File: config.mk
export PLATFORM = sky130hd
export DESIGN_NAME = result_display_mux
export DESIGN_NICKNAME = d
export VERILOG_FILES = /design/src/rtl/result_display_mux.sv
export SDC_FILE = /design/constraint.sdc
export NUM_CORES = 1
export LEC_CHECK = 0
export BUFFER_PORTS_ARGS = -buffer_cell sky130_fd_sc_hd__buf_2
export CAP_MARGIN = 20
export CORE_UTILIZATION = 58
export DETAILED_ROUTE_END_ITERATION = 16
export PLACE_DENSITY = 0.81
export SYNTH_ARGS = -nofsm -noshare
export SYNTH_HDL_FRONTEND = slang
export SYNTH_SLANG_ARGS = --single-unit
File: constraint.sdc
create_clock -name clk -period 2.4 [get_ports clk]
set_input_delay 0.12 -clock clk [delete_from_list [all_inputs] [get_ports clk]]
set_output_delay 0.12 -clock clk [all_outputs]
set_load 0.005 [all_outputs]
File: src/rtl/result_display_mux.sv
// Stability-filtered result/ID latch driving a 4-digit common-anode 7-segment
// display by time multiplexing; unstable input glitches never reach the display.
module result_display_mux #(
  parameter int REFRESH_DIV   = 50000,
  parameter int STABLE_CYCLES = 16,
  parameter bit BLANK_LZ      = 1'b1
) (
  input  logic        clk,
  input  logic        reset,
  input  logic [15:0] data_in,
  input  logic [7:0]  id_in,
  input  logic        show_id,
  output logic [3:0]  an,
  output logic [6:0]  seg,
  output logic        dp,
  output logic        upd
);

  localparam int DIV_W = (REFRESH_DIV > 1) ? $clog2(REFRESH_DIV) : 1;
  localparam int CNT_W = $clog2(STABLE_CYCLES + 1);

  logic [16:0]      sample;
  logic [16:0]      cand;
  logic [CNT_W-1:0] cnt;
  logic [15:0]      disp;
  logic             disp_id;
  logic [DIV_W-1:0] div;
  logic [1:0]       idx;

  logic [3:0]       nibble;
  logic             blank;
  logic [3:0]       an_next;
  logic [6:0]       seg_next;
  logic             dp_next;

  function automatic logic [6:0] hexdecode(input logic [3:0] n);
    case (n)
      4'h0: hexdecode = 7'h40;
      4'h1: hexdecode = 7'h79;
      4'h2: hexdecode = 7'h24;
      4'h3: hexdecode = 7'h30;
      4'h4: hexdecode = 7'h19;
      4'h5: hexdecode = 7'h12;
      4'h6: hexdecode = 7'h02;
      4'h7: hexdecode = 7'h78;
      4'h8: hexdecode = 7'h00;
      4'h9: hexdecode = 7'h10;
      4'hA: hexdecode = 7'h08;
      4'hB: hexdecode = 7'h03;
      4'hC: hexdecode = 7'h46;
      4'hD: hexdecode = 7'h21;
      4'hE: hexdecode = 7'h06;
      default: hexdecode = 7'h0E;
    endcase
  endfunction

  // The show_id bit rides along in the sample so a mode switch alone is filtered too.
  assign sample = {show_id, show_id ? {8'h00, id_in} : data_in};
  assign nibble = disp[4*idx +: 4];

  // NOTE: every always_comb output gets a default first so no latch is inferred.
  always_comb begin
    blank = 1'b0;
    case (idx)
      2'd1:    blank = (disp[15:4]  == 12'h000);
      2'd2:    blank = (disp[15:8]  == 8'h00);
      2'd3:    blank = (disp[15:12] == 4'h0);
      default: blank = 1'b0;
    endcase
    if (!BLANK_LZ) blank = 1'b0;

    an_next  = blank ? 4'hF  : ~(4'b0001 << idx);
    seg_next = blank ? 7'h7F : hexdecode(nibble);
    dp_next  = ~((idx == 2'd0) && disp_id);
  end

  // NOTE: all state uses non-blocking assignments so every register samples pre-edge values.
  always_ff @(posedge clk) begin
    if (reset) begin
      cand    <= '0;
      cnt     <= '0;
      disp    <= '0;
      disp_id <= 1'b0;
      div     <= '0;
      idx     <= '0;
      an      <= 4'hF;
      seg     <= 7'h7F;
      dp      <= 1'b1;
      upd     <= 1'b0;
    end else begin
      upd <= 1'b0;
      if (sample != cand) begin
        cand <= sample;
        cnt  <= CNT_W'(1);
      end else begin
        if ((cnt == CNT_W'(STABLE_CYCLES - 1)) && (cand != {disp_id, disp})) begin
          {disp_id, disp} <= cand;
          upd             <= 1'b1;
        end
        if (cnt != CNT_W'(STABLE_CYCLES)) cnt <= cnt + CNT_W'(1);
      end

      if (div == DIV_W'(REFRESH_DIV - 1)) begin
        div <= '0;
        idx <= idx + 2'd1;
      end else begin
        div <= div + DIV_W'(1);
      end

      an  <= an_next;
      seg <= seg_next;
      dp  <= dp_next;
    end
  end

endmodule

# Word level (Yosys, flattened, before mapping)
# Memory sizes are Yosys's and may differ from the RTL's. A register that Yosys moved wholly into a read port is not among the register bits.
# Index checks and enable logic that the tools add are counted.
# classes
eq_ne,8
reduce_logical,11
bitwise_logic,3
n_shift,2
n_addsub,3
muxes,5
# ops
op,n
inequality test 17 bit,2
adder 16 x 1 -> 16 bit (second input constant),1
equality test 16 bit (second input constant),1
2-to-1 mux 16 bit,1
indexed part select 16 x 5 -> 4 bit,1
logical NOT 12 bit,1
logical NOT 8 bit,1
OR reduction 2 bit,3
adder 5 x 1 -> 5 bit (second input constant),1
equality test 5 x 4 -> 1 bit (second input constant),1
inequality test 5 bit (second input constant),1
equality test 2 bit (second input constant),2
logical NOT 4 bit,1
inverter 4 bit,1
left shift 1 x 2 -> 4 bit (first input constant),1
2-to-1 mux 1 bit,3
case mux 1 bit (3 select lines),1
adder 2 x 1 -> 2 bit (second input constant),1
equality test 2 x 1 -> 1 bit (second input constant),1
logical AND 1 bit,2
logical NOT 2 bit,1
inverter 1 bit,2
AND reduction 2 bit,1
nonzero test 2 bit,1
# totals
out_inout_bits,13
elab_cells,43
reg_bits,63
rom_bits,112
memories,1
# memory_table
name,depth,width,rd,rd_ports_with_merged_regs,wr,line,rtl
(name not given),16,7,1,1,0,37,case (n)

# Logic depth before layout (Yosys ltp)
# Gate-level depths: netlist of run 1.
# depth
ltp_word,4
mapped_depth,10
depth_no_buf,7

# Worst setup path after synthesis of run 1
# Ideal clock, no wire load.
# synth_path
path_type,register to register
from,register idx[0]
to,register seg[3]
period_less_slack_ns,2.214
path_stages_with_launch,8
arrival_ns,2.088
setup_time_ns,0.127
slack_ns,0.186
path_buffers,1
path_cell_list,dfxtp_1 > buf_2 > mux4_2 > inv_1 > ha_1 > inv_1 > mux4_2 > or3_1
# synth_via
elab_chain_len,3
# synth_rtl
element,line,rtl
"start, declared",28,logic [1:0] idx;
"start signal, assigned",105,idx <= idx + 2'd1;
equality test 2 bit / equality test 2 x 1 -> 1 bit (equally long branches),64,case (idx)
case mux 1 bit (3 select lines),64,
OR reduction 2 bit (no line),-,
"end, declared",14,"output logic [6:0] seg,"
# Parallel ways exist; a longest one is shown, timed or not.
# A chain may end at the register's enable or synchronous reset.

# Final worst setup path of run 1
# Same ends and word-level chain as after synthesis.

==> results.md, run 1 <==
* Status: complete, no violations
* Critical Path AT at 2.52 ns
* TritonCTS Sinks at 70
* GP Congestion at 0.899
* Wire per inst at 14.8 um
* Top cells by area, synth: dfxtp_1 (39%), mux2i_1 (7.8%), xor2_1 (6.9%)
* Vias in the first global route at 2588
* Final setup fails at 0
* Actual slew at the worst max-slew pin at 0.800 ns
* Die Y at 80.5 um
* P_sw at 544 uW
* First-pass GRT wire length at 11.9 mm
* Syn_area_per_cell at 9.54 um2
* Die W at 80.5 um
* Final hold slack at 0.0173 ns
* Yosys cell types at 54
* Mapped Area at 0.00358 mm2
* VDD IR max at 0.000385 V
* DR pass1 iterations at 4
* Remaining antenna violation count after routing at 0
* CP Launch Type: register
* Post-synth EDFFs at 0
* Clock Path Buffers at 2
* Layout Skew at 0.0114 ns
* Number of diodes at 0
* Max-cap viol count at 0
* FF+latch count, synth at 70
* Setup TNS at 0 ns
* Seq/Total Area, Yosys at 0.392
* Final HPWL DP at 5.36 mm
* CTS Hold Bufs at 0
* Max Slew Vio Count at 0
* Initial Util at 0.604
* Cells after Synth at 375
* Core Footprint at 0.00592 mm2
* Fraction of layout cells with a size suffix above 1 at 0.175
* Clk slew on worst S/H paths at 0.07 ns
* Pin count of the biggest net entering global routing at 58
* Worst EP required at 2.64 ns
* H-tree Lvls at 3
* Crit-path max FO at 6
* Share of the synthesized area in the top cell type at 0.392
* RSZ-0062 raised after global routing: no
* Port buffer count at 39
* CTS tree: yes
* Relative slew slack at 0.467
* DR iter-0 viols at 113
* Main synth FF type: dfxtp_1
* Post-synth top cells: dfxtp_1 (70), nor2_1 (40), mux2i_1 (28), xor2_1 (28), nand2b_1 (26)
* # Post-CTS Setup Buffers at 0
* Routed vias at 2754
* Vias per Instance at 5.52
* Row cnt at 28
* Gr ovfl total at 0
* Total GRT Usage at 0.246
* Internal at 1.70 mW
* Hold Path Class: in2reg
* Net Sw Frac at 0.242
* Resized Gates After CTS at 0
* Share of power burned in registers at 0.541
* Die area at 0.00649 mm2
* Most area-hungry cell type in the Yosys netlist: dfxtp_1
* Final Hold Fails at 0
* Root buffer cell: clkbuf_8
* Max frequency at 439 MHz
* Final nets at 462
* Ys Warns at 0
* Clock power frac at 0.376
* Combinational fraction of design power at 0.083
* Worst-skew pair later-pin latency at 0.35 ns
* CTS Buf Count at 9
* P&R area growth vs syn at 12.2%
* Post-synth net total at 417
* Post-layout minimum cycle time at 2.28 ns
* Async set-reset flop share out of synthesis at 0
* Count leader, synth: dfxtp_1
* Worst Setup Path Type: reg2reg
* Final period util at 0.950
* Drt drc at 0
* Routed wire length at 7.41 mm
* Initial antenna violation count at 0
* Fill count at 452
* Leakage power at 1.64 nW
* I/O pin cnt at 40
* Crit end category: register
* PD cells at 560 mW/mm2
-- layout make-up --
type	count	area (um2)	share of cell area
well taps	75	93.8	0.0234
multi-input cells	269	2010	0.501
inverters	23	86.3	0.0215
repair buffers	47	255	0.0636
clock inverters	1	5.00	0.00125
flip-flops and latches	70	1400	0.349
clock buffers	14	163	0.0405
-- cells by family after synthesis --
| kind of cell | count (synthesis) | synth area share |
|---|---|---|
| adders and majority gates | 15 | 0.0525 |
| xor gates and xnor gates | 41 | 0.100 |
| AOI/OAI and AO/OA | 32 | 0.0686 |
| and+or+nand+nor | 148 | 0.228 |
| DFF | 70 | 0.392 |
| muxes | 33 | 0.110 |
| buffers and inverters | 36 | 0.0486 |
-- registers in the layout, summed over array words and instances (netlist names) --
name,flops
an,4
cand,17
cnt,5
disp,16
disp_id,1
div,16
dp,1
idx,2
seg,7
upd,1
-- worst max-delay path, stage by stage, from the launching register on --
cell and delay, ns:
dfxtp_1 0.48, mux4_2 0.62, inv_1 0.14, ha_1 0.15, inv_1 0.04, mux4_2 0.44
or3_1 0.30
-- power by group through the flow --
stage / Combinational (mW) / Sequential (mW) / Clock [mW]
2_1_floorplan: 0.124 / 1.24 / 0
3_3_place_gp: 0.179 / 1.24 / 0
3_5_place_dp: 0.184 / 1.24 / 0
4_1_cts: 0.186 / 1.22 / 0.852
5_1_grt: 0.206 / 1.22 / 0.902
6_report: 0.186 / 1.22 / 0.845
-- path summary, 6_finish.rpt --
| check | start | to | slack [ns] | cells past startpoint |
|---|---|---|---|---|
| min reg2reg | disp_id | dp | 0.47 | 1 |
| max reg2reg | idx[0] | seg[3] | 0.12 | 6 |
| min | data_in[9] | cand[9] | 0.02 | 2 |
| max | idx[0] | seg[3] | 0.12 | 6 |
-- per-layer routing --
metal | vias up | track usage | part of all wire
li1 | 1367 | - | -
met1 | 1301 | 0.299 | 0.45
met2 | 73 | 0.403 | 0.48
met3 | 13 | 0.0682 | 0.045
met4 | 0 | 0.107 | 0.020
met5 | - | 0 | 0
-- metrics by stage --
stage | power, mW | area (um2) | cells | worst slack [ns] | utilization
5_1_grt | 2.33 | 4020 | 499 | 0.0214 | 0.678
3_3_place_gp | 1.42 | 3850 | 484 | 0.217 | 0.650
3_5_place_dp | 1.43 | 3850 | 484 | 0.157 | 0.650
4_1_cts | 2.25 | 4020 | 499 | 0.123 | 0.678
6_report | 2.25 | 4020 | 499 | 0.120 | 0.678
2_1_floorplan | 1.36 | 3580 | 375 | 0.186 | -
-- layout by cell type, fill, tap and decap left out, types with 2 or more instances in the layout --
| master | count |
|---|---|
| nor4_1 | 6 |
| and2_1 | 4 |
| nand3_1 | 11 |
| clkbuf_8 | 11 |
| buf_4 | 8 |
| and3_1 | 5 |
| dfxtp_1 | 70 |
| nor2_1 | 40 |
| or2b_1 | 11 |
| xor2_1 | 28 |
| o21ai_0 | 4 |
| xnor2_1 | 13 |
| or4_1 | 2 |
| mux2i_1 | 28 |
| clkbuf_1 | 3 |
| inv_1 | 22 |
| a21oi_1 | 6 |
| o2bb2ai_1 | 2 |
| ha_1 | 15 |
| mux4_2 | 5 |
| o221ai_1 | 4 |
| nand2_1 | 15 |
| nand4_1 | 5 |
| a22oi_1 | 4 |
| buf_2 | 39 |
| nor3_1 | 10 |
| nand2b_1 | 26 |
Note: power is estimated with default switching activity, not from simulation.
==> run 2, diff against run 1 <==
Settings changed: RECOVER_POWER set to 100.
==> run 2 against run 1 <==
Flip-flop and latch count is the same. Combinational power about the same. Non-clock buffer count unchanged. Sequential share of layout area increased by 0.21 points. First-iteration DRC count shrank 29%. Critical path depth did not move. The run now ends with max-capacitance violations, max-slew violations left. Final cell count did not move. Clock skew about the same. Die area stayed put.
==> results.md, run 2 (same netlist as run 1, synthesis figures left out) <==
* Status: finished with violations
* Violated checks: max-capacitance violations, max-slew violations
* CTS Hold Bufs at 0 (unchanged)
* Combinational fraction of design power at 0.082 (about the same)
* Die area at 0.00649 mm2 (unchanged)
* Worst Setup Path Type: reg2reg
* Final Util at 0.674 (-0.00401)
* Fraction of layout cells with a size suffix above 1 at 0.160 (-0.0142)
* Largest Register: cand
* DR iter-0 viols at 80 (-29%)
* CP Launch Type: register
* Final setup fails at 0 (unchanged)
* Internal at 1.70 mW (about the same)
* Port buffer count at 39 (unchanged)
* CTS tree: yes
* Top Registers: cand x17, disp x16, div x16
* Die Y at 80.5 um (unchanged)
* Initial antenna violation count at 0 (unchanged)
* First-pass GRT wire length at 11.9 mm (unchanged)
* Net Sw Frac at 0.241 (-0.00119)
* Worst-skew pair later-pin latency at 0.35 ns (about the same)
* TritonCTS Sinks at 70 (unchanged)
* I/O pin cnt at 40 (unchanged)
* Worst EP required at 2.63 ns (about the same)
* Clock power frac at 0.375 (about the same)
* Row cnt at 28 (unchanged)
* Relative slew slack at -0.266 (-0.733)
* Hold Path Class: in2reg
* H-tree Lvls at 3 (unchanged)
* Vias per Instance at 5.55 (+0.47%)
* Crit-path max FO at 6 (unchanged)
* R2R setup slack at 0.12 ns (about the same)
* Vias in the first global route at 2588 (unchanged)
* GP Congestion at 0.899 (unchanged)
* Layout Skew at 0.0110 ns (-0.000422 ns)
* RSZ-0062 raised after global routing: no
* Drt drc at 0 (unchanged)
* PD cells at 562 mW/mm2 (+0.35%)
* Gr ovfl total at 0 (unchanged)
* Leakage power at 1.60 nW (-2.5%)
* Final nets at 462 (unchanged)
* Leading cell types in the layout, fill and taps excluded: dfxtp_1 (70), nor2_1 (40), buf_2 (34), mux2i_1 (28), xor2_1 (28)
* Crit end category: register
* Pin count of the biggest net entering global routing at 58 (unchanged)
* Routed wire length at 7.39 mm (-0.18%)
* Remaining antenna violation count after routing at 0 (unchanged)
* Max Slew Vio Count at 58 (+58)
* Clk slew on worst S/H paths at 0.07 ns (about the same)
* Final period util at 0.952 (+0.00183)
* Root buffer cell: clkbuf_8
* Core Footprint at 0.00592 mm2 (unchanged)
* # Post-CTS Setup Buffers at 0 (unchanged)
* Initial Util at 0.604 (unchanged)
* Actual slew at the worst max-slew pin at 1.90 ns (+1.10 ns)
* Resized Gates After CTS at 0 (unchanged)
* VDD IR max at 0.000384 V (-0.26%)
* Share of power burned in registers at 0.542 (about the same)
* P_sw at 540 uW (-0.74%)
* Number of diodes at 0 (unchanged)
* Die W at 80.5 um (unchanged)
* DR pass1 iterations at 4 (unchanged)
* Total GRT Usage at 0.246 (unchanged)
* P&R area growth vs syn at 11.6%
* Setup TNS at 0 ns (unchanged)
* Final HPWL DP at 5.36 mm (unchanged)
* Critical Path AT at 2.52 ns (about the same)
* Max frequency at 438 MHz (-0.19%)
* Clock Path Buffers at 2 (unchanged)
* Final Hold Fails at 0 (unchanged)
* Wire per inst at 14.8 um (-0.18%)
* Post-layout minimum cycle time at 2.28 ns (+0.00440 ns)
* Commonest non-fill, non-tap cell in the layout: dfxtp_1
* CTS Buf Count at 9 (unchanged)
* Max-cap viol count at 1 (+1)
* Routed vias at 2767 (+0.47%)
* Number of flip-flops in the largest register at 17 (unchanged)
-- run 2: cell count changes in the layout (fill, tap and decap cells not counted) --
cell / previous run / this run
nor4b_2: 0 / 1
and2_1: 4 / 1
buf_2: 39 / 34
clkbuf_1: 3 / 9
and2_0: 0 / 3
nor4b_4: 1 / 0
clkbuf_2: 0 / 2
buf_4: 8 / 5
-- run 2: metrics by stage --
step                std cells  hold slack, ns  power [mW]  setup slack, ns  cell area, um2
floorplan                 375           0.242        1.36            0.186            3580
global placement          484           0.366        1.42            0.217            3850
detailed placement        484           0.371        1.43            0.157            3850
CTS                       499         0.00852        2.25            0.123            4020
global route              499          0.0225        2.32           0.0156            3990
finish                    499          0.0256        2.24            0.116            3990
-- run 2: power by group through the flow --
| stage | Clock, mW | Sequential, mW | Combinational [mW] |
|---|---|---|---|
| final | 0.842 | 1.22 | 0.184 |
| after detailed placement | 0 | 1.24 | 0.184 |
| after global routing | 0.902 | 1.22 | 0.203 |
| after floorplan | 0 | 1.24 | 0.124 |
| after global placement | 0 | 1.24 | 0.179 |
| after CTS | 0.852 | 1.22 | 0.186 |
-- run 2: worst paths after layout --
kind | cells after the start | endpoint | from
worst max-delay path | 6 | seg[3] | idx[0]
worst min-delay path | 2 | cand[9] | data_in[9]
worst max register to register | 6 | seg[3] | idx[0]
worst min register to register | 1 | dp | disp_id
-- run 2: layout make-up --
| cell class | count | area, um2 |
|---|---|---|
| Timing Repair Buffer | 47 | 240 |
| Fill cell | 461 | 1930 |
| Tap cell | 75 | 93.8 |
| Sequential cell | 70 | 1400 |
| Clock buffer | 14 | 163 |
| Inverter | 23 | 86.3 |
| Clock inverter | 1 | 5.00 |
| Multi-Input combinational cell | 269 | 2000 |
-- run 2: critical path, stage by stage, from the launching register on --
cell and delay (ns):
dfxtp_1 0.48, mux4_2 0.62, inv_1 0.15, ha_1 0.15
inv_1 0.04, mux4_2 0.44, or3_1 0.30
-- run 2: routing by layer --
layer	track usage	routed length (um)	part of all wire	up-vias
met4	0.107	195	0.026	0
met3	0.0682	349	0.047	17
li1	-	-	-	1371
met1	0.299	3280	0.44	1312
met2	0.403	3570	0.48	67
met5	0	0	0	-
